`config.mk`:
```
export PLATFORM = sky130hd
export DESIGN_NAME = fir_mac_sequencer
export DESIGN_NICKNAME = d
export VERILOG_FILES = /design/src/rtl/fir_seq_pkg.sv /design/src/rtl/fir_mac_sequencer_tap_buffer.sv /design/src/rtl/fir_mac_sequencer.sv
export SDC_FILE = /design/constraint.sdc
export NUM_CORES = 1
export LEC_CHECK = 0
export BUFFER_PORTS_ARGS = -buffer_cell sky130_fd_sc_hd__buf_2
export CORE_ASPECT_RATIO = 0.75
export CORE_UTILIZATION = 55
export DETAILED_ROUTE_END_ITERATION = 8
export PLACE_DENSITY = 0.73
export SYNTH_ARGS = -nofsm -noshare
export SYNTH_HDL_FRONTEND = slang
export SYNTH_SLANG_ARGS = --single-unit
```
`constraint.sdc`:
```
create_clock -name clk -period 4.3 [get_ports clk]
set_input_delay 0.43 -clock clk [delete_from_list [all_inputs] [get_ports clk]]
set_output_delay 0.43 -clock clk [all_outputs]
set_load 0.02 [all_outputs]
```
`src/rtl/fir_seq_pkg.sv`:
```
// fir_mac_sequencer shared types and constants.
// OPMODE encodings, FSM states and datapath widths.
package fir_seq_pkg;

   localparam int DATA_W = 18;
   localparam int P_W    = 48;

   localparam logic [7:0] OPM_IDLE      = 8'h00;
   localparam logic [7:0] OPM_MAC_FIRST = 8'h01;
   localparam logic [7:0] OPM_MAC_ACC   = 8'h09;

   typedef enum logic [1:0] {
      IDLE,
      RUN,
      DRAIN,
      HOLD
   } state_t;

endpackage

```
`src/rtl/fir_mac_sequencer_tap_buffer.sv`:
```
// Sample history shift register and coefficient file.
// Both are read combinationally at the same index.
module fir_tap_buffer
   import fir_seq_pkg::*;
#(
   parameter int TAPS = 8,
   localparam int AW = $clog2(TAPS)
) (
   input  logic              clk,
   input  logic              rst,
   input  logic              we,
   input  logic [AW-1:0]     waddr,
   input  logic [DATA_W-1:0] wdata,
   input  logic              shift,
   input  logic [DATA_W-1:0] sdata,
   input  logic [AW-1:0]     raddr,
   output logic [DATA_W-1:0] rcoef,
   output logic [DATA_W-1:0] rsamp
);

   logic [DATA_W-1:0] coef [TAPS];
   logic [DATA_W-1:0] hist [TAPS];

   // coefficient file write port
   always_ff @(posedge clk) begin
      if (rst) begin
         for (int k = 0; k < TAPS; k++) coef[k] <= '0;
      end else if (we) begin
         coef[waddr] <= wdata;
      end
   end

   // newest sample enters at index 0, older ones move up
   always_ff @(posedge clk) begin
      if (rst) begin
         for (int k = 0; k < TAPS; k++) hist[k] <= '0;
      end else if (shift) begin
         hist[0] <= sdata;
         for (int k = 1; k < TAPS; k++) hist[k] <= hist[k-1];
      end
   end

   assign rcoef = coef[raddr];
   assign rsamp = hist[raddr];

endmodule

```
`src/rtl/fir_mac_sequencer.sv`:
```
// Sequences TAPS multiply-accumulate passes through the DSP
// slice per accepted sample and returns the final P.
module fir_mac_sequencer
   import fir_seq_pkg::*;
#(
   parameter int TAPS       = 8,
   parameter int P_LAT      = 3,
   parameter int OPMODE_LAG = 1,
   localparam int AW = $clog2(TAPS)
) (
   input  logic              clk,
   input  logic              RST,
   input  logic              s_valid,
   output logic              s_ready,
   input  logic [DATA_W-1:0] s_data,
   input  logic              coef_we,
   input  logic [AW-1:0]     coef_addr,
   input  logic [DATA_W-1:0] coef_data,
   output logic [DATA_W-1:0] dsp_a,
   output logic [DATA_W-1:0] dsp_b,
   output logic [7:0]        dsp_opmode,
   input  logic [P_W-1:0]    dsp_p,
   output logic              m_valid,
   input  logic              m_ready,
   output logic [P_W-1:0]    m_data,
   output logic              busy
);

   state_t            state, state_nxt;
   logic [AW-1:0]     cnt;
   logic [7:0]        dcnt;
   logic [DATA_W-1:0] rcoef, rsamp;
   logic [7:0]        opm_issue;
   logic              accept;
   logic              last_tap;
   logic              last_drain;

   assign accept     = (state == IDLE) && s_valid;
   assign last_tap   = (cnt == AW'(TAPS - 1));
   assign last_drain = (dcnt == 8'(P_LAT - 1));
   assign busy       = (state != IDLE);

   fir_tap_buffer #(.TAPS(TAPS)) u_buf (
      .clk   (clk),
      .rst   (RST),
      .we    (coef_we && (state == IDLE)),
      .waddr (coef_addr),
      .wdata (coef_data),
      .shift (accept),
      .sdata (s_data),
      .raddr (cnt),
      .rcoef (rcoef),
      .rsamp (rsamp)
   );

   // state register
   always_ff @(posedge clk) begin
      if (RST) state <= IDLE;
      else     state <= state_nxt;
   end

   // next state, operand issue and handshake
   always_comb begin
      state_nxt = state;
      s_ready   = 1'b0;
      dsp_a     = '0;
      dsp_b     = '0;
      opm_issue = OPM_IDLE;
      unique case (state)
         IDLE: begin
            s_ready = 1'b1;
            if (s_valid) state_nxt = RUN;
         end
         RUN: begin
            dsp_a     = rcoef;
            dsp_b     = rsamp;
            opm_issue = (cnt == '0) ? OPM_MAC_FIRST : OPM_MAC_ACC;
            if (last_tap) state_nxt = DRAIN;
         end
         DRAIN: begin
            if (last_drain) state_nxt = HOLD;
         end
         HOLD: begin
            if (m_ready) state_nxt = IDLE;
         end
      endcase
   end

   // tap and drain counters
   always_ff @(posedge clk) begin
      if (RST) begin
         cnt  <= '0;
         dcnt <= '0;
      end else begin
         cnt  <= (state == RUN) ? cnt + 1'b1 : '0;
         dcnt <= (state == DRAIN) ? dcnt + 8'd1 : 8'd0;
      end
   end

   // result capture and output handshake
   always_ff @(posedge clk) begin
      if (RST) begin
         m_valid <= 1'b0;
         m_data  <= '0;
      end else if (state == DRAIN && last_drain) begin
         m_valid <= 1'b1;
         m_data  <= dsp_p;
      end else if (state == HOLD && m_ready) begin
         m_valid <= 1'b0;
      end
   end

   // OPMODE trails its operands by OPMODE_LAG cycles
   if (OPMODE_LAG == 0) begin : g_nolag
      assign dsp_opmode = opm_issue;
   end else begin : g_lag
      logic [7:0] q [OPMODE_LAG];
      always_ff @(posedge clk) begin
         if (RST) begin
            for (int i = 0; i < OPMODE_LAG; i++) q[i] <= OPM_IDLE;
         end else begin
            q[0] <= opm_issue;
            for (int i = 1; i < OPMODE_LAG; i++) q[i] <= q[i-1];
         end
      end
      assign dsp_opmode = q[OPMODE_LAG-1];
   end

endmodule

```
# Word-level counts from Yosys, hierarchy flattened
# Memories as Yosys holds them, arrays and structs flattened. A register that Yosys moved wholly into a read port is not among the register bits.
# Cells that the tools add are included.
# op_classes
n_eq_ne	9
n_mux	36
n_bitwise	10
n_reduce_logical	13
addsub	2
# ops
op	count
18-bit two-way mux	11
18-bit OR reduction	1
1-bit two-way mux	14
4-bit two-way mux	3
3-bit two-way mux	3
8-bit by 1-bit adder with 8-bit output (second input constant)	1
8-bit by 2-bit == test with 1-bit output (second input constant)	1
2-bit two-way mux	4
2-bit != test (second input constant)	4
1-bit bitwise OR	8
2-bit case mux with 4 select lines	1
2-bit == test (second input constant)	2
1-bit logical AND	4
4-bit AND reduction	1
2-bit nonzero test	2
2-bit OR reduction	2
4-bit OR reduction	1
3-bit by 1-bit adder with 3-bit output (second input constant)	1
3-bit == test (second input constant)	1
3-bit logical NOT	1
2-bit by 1-bit == test with 1-bit output (second input constant)	1
2-bit logical NOT	1
1-bit NOT	2
# word_totals
input_bits	92
ramBits	292
register_bits	62
word_cells	78
mem_count	3
output_inout_bits	95
# mem_list
name	words	word_bits	rd	rd_ports_with_merged_regs	wr	line	source
u_buf.coef	8	18	1	1	8	fir_mac_sequencer_tap_buffer.sv:21	logic [DATA_W-1:0] coef [TAPS];
u_buf.hist	8	18	8	1	8	fir_mac_sequencer_tap_buffer.sv:22	logic [DATA_W-1:0] hist [TAPS];
g_lag.q	1	4	1	0	1	fir_mac_sequencer.sv:117	logic [7:0] q [OPMODE_LAG];

# Depth between registers and ports, before layout
# Gate-level depths: netlist of the first run.
# logic_depth
ltp_word	7
mapped_depth	8

# Hierarchy
# From an unflattened synthesis of the first run, not the netlist that was laid out.
# unflattened
cells_unflattened	1124
area_unflattened_um2	15855.2
# modules_own_cells
module	area_each_um2	cells_each	instances	seq_area_each_um2
fir_tap_buffer	13055.0	788	1	8648.3
fir_mac_sequencer	2800.2	336	1	1281.2

# Worst setup path after synthesis of the first run
# No wires, ideal clock.
# synth_timing
path_type	input port to flip-flop
start	input RST
end	memory u_buf.hist[0][0], enable pin
t_arrival_ns	2.647
setup_slack_ns	1.213
setup_time_ns	0.440
required_time_ns	3.860
cell_stages	3
cell_sequence	clkbuf_1 > clkbuf_1 > a21o_2
# synth_lines
item	line	source
start: declaration	fir_mac_sequencer.sv:12	input logic RST,
end: declaration	fir_mac_sequencer_tap_buffer.sv:22	

==> results of run 1 <==
power groups by stage:
stage | registers, W | clock network (W) | logic [W]
6_report | 0.00450 | 0.00309 | 0.00144
5_1_grt | 0.00455 | 0.00328 | 0.00156
4_1_cts | 0.00449 | 0.00315 | 0.00145
3_5_place_dp | 0.00455 | 0 | 0.00144
3_3_place_gp | 0.00454 | 0 | 0.00142
2_1_floorplan | 0.00441 | 0 | 0.00109
synth_stat cells, types with 7 or more instances:
| library cell | instances |
|---|---|
| buf_1 | 9 |
| nand2_1 | 174 |
| mux4_2 | 72 |
| nor2_1 | 11 |
| buf_4 | 10 |
| and2_1 | 239 |
| ha_1 | 10 |
| a21oi_1 | 51 |
| buf_2 | 12 |
| and2_2 | 15 |
| inv_1 | 7 |
| clkbuf_1 | 39 |
| nor2b_1 | 36 |
| nand2b_1 | 7 |
| dfxtp_1 | 64 |
| or2_2 | 8 |
| edfxtp_1 | 288 |
| a21boi_0 | 36 |
layout make-up:
class / count / area share
sequential: 352 / 0.558
multi-input combinational: 694 / 0.291
clock inverter: 17 / 0.00647
inverter: 9 / 0.00190
tap: 351 / 0.0247
antenna: 1 / 0.000141
timing repair buffer: 194 / 0.0581
clock buffer: 51 / 0.0596
how the worst max path moves through the flow:
stage / startpoint / to / cells after the start
final: cnt[0] / dsp_a[6] / 5
after global routing: cnt[0] / dsp_a[2] / 5
after CTS: cnt[0] / dsp_a[6] / 5
after detailed placement: state[0] / u_buf.coef[0][7] / 6
after global placement: state[0] / u_buf.coef[0][13] / 6
after floorplan: RST / u_buf.hist[0][0] / 3
state kept, by name, summed over array words and instances (netlist names):
signal      cells
m_valid         1
m_data         48
state           2
g_lag.q         2
cnt             3
u_buf.coef    144
dcnt            8
u_buf.hist    144
stage by stage:
stage / area, µm² / total power (W) / util
floorplan: 15500 / 0.00549 / -
global placement: 16600 / 0.00596 / 0.610
detailed placement: 16600 / 0.00599 / 0.610
CTS: 17800 / 0.00910 / 0.653
global route: 17800 / 0.00939 / 0.653
finish: 17800 / 0.00903 / 0.653
worst min-delay path, stage by stage:
cell     delay, ps
buf_2           90
nand2_1         40
a21oi_1         50
layer usage:
| metal | vias to the layer above | track usage | routed length [µm] |
|---|---|---|---|
| met1 | 4563 | 0.373 | 16100 |
| met5 | - | 0 | 17 |
| li1 | 4300 | - | - |
| met3 | 43 | 0.0507 | 2710 |
| met4 | 2 | 0.0630 | 576 |
| met2 | 408 | 0.345 | 14700 |
logic make-up (layout without fill, tap and decap cells):
| logic type | after synthesis | in the layout |
|---|---|---|
| compound gates | 92 | 92 |
| xor+xnor | 5 | 5 |
| fa+ha+maj | 10 | 10 |
| buf+inv | 83 | 271 |
| flops | 352 | 352 |
| mux | 73 | 73 |
| other cells | 1 | 7 |
| simple gates | 508 | 508 |
==> flow_summary.toml, run 1 <==
[cells_and_area]
instances_no_fill = 1669
layout_common_cells = "288 x edfxtp_1, 239 x and2_1, 179 x buf_2"
area_growth_pct = 15.2
finalNetCount = 1390
final_common_cell = "edfxtp_1"
multi_input_area_um2 = 5170
n_fill_cell = 1993
drive_gt1_frac = 0.271
seqCellArea_um2 = 9940

[critical_path]
path_buf_inv = 2
reg2reg_to = "u_buf.coef[6][16]"
critical_path.max_fanout = 36
ff2ff_path_depth = 6
arrival_ps = 2740
startpoint_type = "flip-flop"
endpoint_kind = "primary output"
rr_startpoint = "state[0]"
worst-r2r-setup-slack_ps = 1480
cp_cell_sequence = "buf_4 -> mux4_2 -> nand2_1 -> a21boi_0 -> buf_2"
critPathTopFamily = "flip-flops"
setup.worst_path.class = "flip-flop to primary output"
crit_slowest_cell = "dfxtp_4"
crit_required_ps = 3870
slowest_delay_ps = 850

[power_and_ir_drop]
seqPwrFrac = 0.498
p_leak_nw = 6.81
p_sw_w = 0.00235
swShare = 0.261
p_int_w = 0.00667
clkPwrFrac = 0.343
power.density_nw_per_um2 = 507
comb_power_share = 0.159
vdd_drop_max_mv = 0.342

[logic_synthesis]
synth_compound_area_frac = 0.0365
synth_area_leaders = "edfxtp_1 56%, mux4_2 11%, and2_1 9.7%, dfxtp_1 8.3%, nand2_1 4.2%"
synth_edf_count = 288
synth.top_cell.area_share = 0.560
synth_seq_area_share = 0.643
synth_top_family_by_area = "simple AND/OR/NAND/NOR gates"
syn-instance-count = 1124
synthMuxAreaShare = 0.106
synth_top_flop_cell = "edfxtp_1"
synthXorXnorAreaFrac = 0.00284
syn_avg_cell_area_um2 = 13.7
ys_types = 40
synth_area_um2 = 15400
synth_async_sr_flop_share = 0
yosysWarnings = 0
synth_fa_ha_area_frac = 0.00810
synth_top_area_cell = "edfxtp_1"
synth-seq-cells = 352
synthSimpleGateAreaFrac = 0.179

[clocking]
cts_sinks = 352
cts.clk_slew.worst_paths_ps = 60
numCtsBuffers = 37
htreeDepth = 2
insertion_delay_ps = 530
hold_buffers = 0
root_buffer = "clkbuf_16"
cts_tree = "built"
postCtsSetupBuffers = 0
cts_resized = 0
clock_path_buffers = 3

[routing]
wl_per_cell_um = 20.4
vias_per_cell = 5.58
drt-total-wl_mm = 34.0
num_vias = 9316
dr.pass1.iters = 5
ant_nets = 0
drt_iter0_drc = 776
drc = 0

[timing]
fin_skew_ps = 13.2
fin_ws_ps = 1130
worst_pin_slew_ps = 1070
maxSlewViolCount = 0
final-hold-violation-count = 0
hold_ws_ps = 146
slew_headroom = 0.287
clock.fmax_mhz = 315
rsz0062_at_grt = "false"
setup_violations = 0
fin_crit_sh = 0.738
tns_ps = 0
fin_crit_ps = 3170

[die]
die_h_um = 147
core_area_um2 = 27300
initial_core_util = 0.566
die_area_um2 = 28800
std_cell_rows = 52
die-width_um = 195
pin_count = 187

[global_routing]
grt_pass1_wl_mm = 52.3
grt-ovfl-total = 0
grt_max_degree = 109
grt_pass1_vias = 8845
antenna_found_initial = 2
gr-usage-all-layers = 0.240

[place]
pre_cts_ws_ps = 1510
placed_cells = 1600
place_hpwl_mm = 20.4
gp_congestion = 0.828
port_buffers = 180

[job]
maxCapViolations = 0

[hold_path]
min_from = "dsp_p[43]"
hp-class = "input pin to flip-flop"
hold_depth = 3
holdPathEnd = "m_data[43]"

[outcome]
status = "completed"
No activity file was read; power rests on OpenSTA's default activity.
==> run 2: changes to the inputs <==
CORE_UTILIZATION = 53   (was 55)
PLACE_DENSITY = 0.74   (was 0.73)
clock period = 2.7 ns   (was 4.3 ns; I/O delays follow)
==> run 2 against run 1 <==
Against the previous run:
- core utilization hardly changed
- critical path type unchanged
- cell area grew 3.9%
- sequential power grew 57%
- worst setup slack lost 1000 ps
- combinational power increased by 74%
- total power is 65% higher
- global-route usage shrank 0.96 points
- flip-flop and latch count unchanged
- register-to-register slack got worse by 1200 ps
- cell count grew 5.0%
- via count rose by 3.0%
- clock power is 70% higher
==> flow_summary.toml, run 2 (synthesis results as in run 1) <==
[place]
gp_congestion = 0.773
port_buffers = 180
place_hpwl_mm = 21.2

[cells_and_area]
biggestRegsByFlops = "u_buf.coef (144), u_buf.hist (144), m_data (48)"
diodes = 0
layout_common_cells = "288 x edfxtp_1, 239 x and2_1, 179 x buf_2"
drive_gt1_frac = 0.272
finalNetCount = 1444
final_common_cell = "edfxtp_1"
area_growth_pct = 19.7

[routing]
num_vias = 9599
drt-total-wl_mm = 34.2
drc = 0
wl_per_cell_um = 19.5
vias_per_cell = 5.48
dr.pass1.iters = 5
ant_nets = 0
drt_iter0_drc = 777

[timing]
setup_violations = 0
final-hold-violation-count = 0
fin_crit_sh = 0.969
slew_headroom = 0.606
worst_pin_slew_ps = 592
maxSlewViolCount = 0
tns_ps = 0
fin_skew_ps = 11.0
rsz0062_at_grt = "false"
clock.fmax_mhz = 382
fin_crit_ps = 2620

[global_routing]
grt_max_degree = 109
gr-usage-all-layers = 0.230
grt_pass1_vias = 9212
antenna_found_initial = 0
grt-ovfl-total = 0
grt_pass1_wl_mm = 51.7

[critical_path]
critical_path.max_fanout = 19
setup.worst_path.class = "flip-flop to primary output"
startpoint_type = "flip-flop"
cp_cell_sequence = "buf_12 -> mux4_2 -> nand2_1 -> a21boi_0 -> buf_2"
arrival_ps = 2350
endpoint_kind = "primary output"
crit_slowest_cell = "dfxtp_4"
crit_required_ps = 2430
slowest_delay_ps = 560
ff2ff_path_depth = 6

[die]
die_area_um2 = 29800
die_h_um = 150
pin_count = 187
core_area_um2 = 28300
std_cell_rows = 53
die-width_um = 199
initial_core_util = 0.545

[clocking]
cts_sinks = 352
clock_path_buffers = 3
insertion_delay_ps = 520
cts.clk_slew.worst_paths_ps = 60
root_buffer = "clkbuf_16"
numCtsBuffers = 36
cts_tree = "built"
postCtsSetupBuffers = 0
htreeDepth = 2

[power_and_ir_drop]
p_leak_nw = 7.09
p_total_w = 0.0148
vdd_drop_max_mv = 0.563
power.density_nw_per_um2 = 803

[outcome]
status = "completed"

[job]
maxCapViolations = 0

[hold_path]
hold_depth = 2
hp-class = "input pin to flip-flop"
run 2: changes by cell type in the layout (fill, tap and decap cells not counted), sizes merged, moves of 2 or more:
cell	before	now
clkbuf	51	44
bufinv	1	6
dlygate4sd3	0	41
buf	194	208
clkinv	14	12
run 2: worst paths after layout:
| check | from | to | slack, ps |
|---|---|---|---|
| setup / recovery | cnt[0] | dsp_b[13] | 80 |
| hold / removal | s_data[13] | u_buf.hist[0][13] | 20 |
| setup reg to reg | state[0] | u_buf.coef[0][14] | 270 |
| hold reg to reg | m_data[15] | m_data[15] | 450 |
run 2: repair_timing:
action                                  in CTS  in global routing
gates resized for setup                      0                  1
hold buffers                                41                  0
hold endpoints to repair                    41                  0
endpoints found under the setup margin       0                  1
run 2: cell type report:
cell class                 instances  area [µm²]
clock buffer                      44         986
clock inverter                    20         258
fill                            2042        9830
inverter                           9        33.8
multi-input combinational        694        5170
sequential                       352        9940
tap                              385         482
timing repair buffer             249        1620
run 2: layer usage:
layer | track usage | part of all wire | vias to the layer above
li1 | - | - | 4391
met1 | 0.333 | 0.45 | 4803
met2 | 0.354 | 0.45 | 357
met3 | 0.0442 | 0.076 | 48
met4 | 0.0742 | 0.023 | 0
met5 | 0 | 0 | -
run 2: where the power goes:
group	total, W	internal (W)	leakage, nW	switching, W
clock	0.00526	0.00318	0.610	0.00208
sequential	0.00708	0.00673	3.56	0.000350
combinational	0.00250	0.00114	2.92	0.00136
run 2: critical path, delay by kind of cell (launching register included):
kind	cells	cell delay (ps)
flops	1	560
mux	1	540
simple gates	1	80
buf+inv	2	470
compound gates	1	170
run 2: metrics by stage:
step                      cells  setup slack (ps)  hold slack, ps   util  cell area [µm²]
after floorplan            1129               235             406      -            15500
after global placement     1648               373             439  0.594            16800
after detailed placement   1648               287             443  0.594            16800
after CTS                  1753              48.5            1.35  0.653            18500
after global routing       1753              1.96            12.9  0.653            18500
final                      1753              83.1            23.6  0.653            18500
==> run 3: changes to the inputs <==
RECOVER_POWER = 50   (was unset)
==> run 3 against run 2 <==
Against the previous run:
- clock-buffer cell count is the same
- register-to-register slack is essentially flat
- routed wire length grew 0.24%
- critical path depth is the same
- first-iteration DRC count rose by 9.7%
- critical endpoint is now dsp_a[6]
==> flow_summary.toml, run 3 (synthesis results as in run 1) <==
[die]
die_area_um2 = 29800
std_cell_rows = 53
die-width_um = 199
core_area_um2 = 28300
initial_core_util = 0.545
pin_count = 187
die_h_um = 150

[timing]
fin_crit_sh = 0.966
fin_skew_ps = 11.2
setup_violations = 0
tns_ps = 0
worst_pin_slew_ps = 1330
final-hold-violation-count = 0
fin_crit_ps = 2610
clock.fmax_mhz = 383
slew_headroom = 0.112
maxSlewViolCount = 0
rsz0062_at_grt = "false"

[cells_and_area]
biggestRegsByFlops = "u_buf.coef (144), u_buf.hist (144), m_data (48)"
instances_no_fill = 1753
n_fill_cell = 2095
final_common_cell = "edfxtp_1"
fin_util = 0.648
area_growth_pct = 18.8
seqCellArea_um2 = 9940
finalNetCount = 1444
diodes = 0
multi_input_area_um2 = 5160
final_cell_area_um2 = 18300
drive_gt1_frac = 0.229
layout_common_cells = "288 x edfxtp_1, 191 x and2_1, 174 x nand2_1"

[clocking]
htreeDepth = 2
cts.clk_slew.worst_paths_ps = 60
cts_sinks = 352
clock_path_buffers = 3
postCtsSetupBuffers = 0
root_buffer = "clkbuf_16"
insertion_delay_ps = 520
numCtsBuffers = 36
cts_tree = "built"

[global_routing]
grt_pass1_wl_mm = 51.7
gr-usage-all-layers = 0.230
grt-ovfl-total = 0
antenna_found_initial = 0
grt_pass1_vias = 9212
grt_max_degree = 109

[routing]
ant_nets = 0
drc = 0
vias_per_cell = 5.46
drt_iter0_drc = 852
drt-total-wl_mm = 34.3
wl_per_cell_um = 19.6
num_vias = 9572
dr.pass1.iters = 5

[critical_path]
startpoint = "cnt[0]"
ff2ff_path_depth = 6
arrival_ps = 2340
rr_startpoint = "state[0]"
startpoint_type = "flip-flop"
reg2reg_to = "u_buf.coef[0][14]"
crit_required_ps = 2430
worst-r2r-setup-slack_ps = 260
critical_path.max_fanout = 19
endpoint_kind = "primary output"
setup.worst_path.class = "flip-flop to primary output"

[power_and_ir_drop]
vdd_drop_max_mv = 0.563
comb_power_share = 0.165
p_leak_nw = 6.78
swShare = 0.255
p_sw_w = 0.00378
clkPwrFrac = 0.355
p_int_w = 0.0110
seqPwrFrac = 0.479
power.density_nw_per_um2 = 807

[place]
gp_congestion = 0.773
place_area_um2 = 16800
placed_cells = 1648
port_buffers = 180
place_hpwl_mm = 21.2

[hold_path]
hold_depth = 2
min_from = "s_data[13]"
hp-class = "input pin to flip-flop"
holdPathEnd = "u_buf.hist[0][13]"

[job]
maxCapViolations = 0

[outcome]
status = "completed"
==> run 3: cell types whose count changed in the layout (fill, tap and decap cells not counted), moves of 2 or more <==
cell	previous run	this run
buf_12	7	4
clkbuf_4	0	2
buf_4	21	14
buf_2	179	127
and2_1	239	191
clkbuf_1	3	60
clkbuf_2	2	5
and2_0	0	48
==> run 3: worst max-delay path by stage <==
stage	to	slack, ps
global placement	u_buf.coef[6][7]	370
global route	dsp_a[6]	2
detailed placement	u_buf.coef[0][10]	290
CTS	dsp_b[17]	50
finish	dsp_a[6]	90
floorplan	u_buf.coef[0][0]	240
==> run 3: critical path, cell delays in order, from the launching register on <==
cell      delay [ps]
dfxtp_4          560
buf_12           250
mux4_2           590
nand2_1           90
a21boi_0         140
buf_2            190
==> run 3: what timing repair did <==
item | 4_1_cts | 5_1_grt
hold endpoints to repair | 41 | 0
setup endpoints to repair | 0 | 1
gates resized for setup | 0 | 1
hold buffers | 41 | 0
==> run 3: layout make-up <==
type | instances | share of cell area
clock buffer | 44 | 0.0537
clock inverter | 20 | 0.0141
inverter | 9 | 0.00184
multi-input combinational | 694 | 0.281
sequential | 352 | 0.542
tap | 385 | 0.0263
timing repair buffer | 249 | 0.0810
==> run 3: through the flow <==
step / power, W / hold slack [ps] / setup slack [ps]
after global placement: 0.00958 / 439 / 373
after floorplan: 0.00873 / 406 / 235
after CTS: 0.0149 / 1.35 / 48.5
final: 0.0148 / 23.8 / 91.0
after global routing: 0.0154 / 12.9 / 1.96
after detailed placement: 0.00963 / 443 / 287
==> run 3: power groups by stage <==
stage | sequential (W) | combinational (W) | clock, W
floorplan | 0.00700 | 0.00173 | 0
global placement | 0.00714 | 0.00244 | 0
detailed placement | 0.00717 | 0.00246 | 0
CTS | 0.00707 | 0.00252 | 0.00534
global route | 0.00717 | 0.00264 | 0.00554
finish | 0.00709 | 0.00244 | 0.00526
==> run 3: layer usage <==
metal	GRT usage	up-vias	wire length [µm]
li1	-	4393	-
met1	0.333	4792	15600
met2	0.354	336	15400
met3	0.0442	51	2510
met4	0.0742	0	773
met5	0	-	0
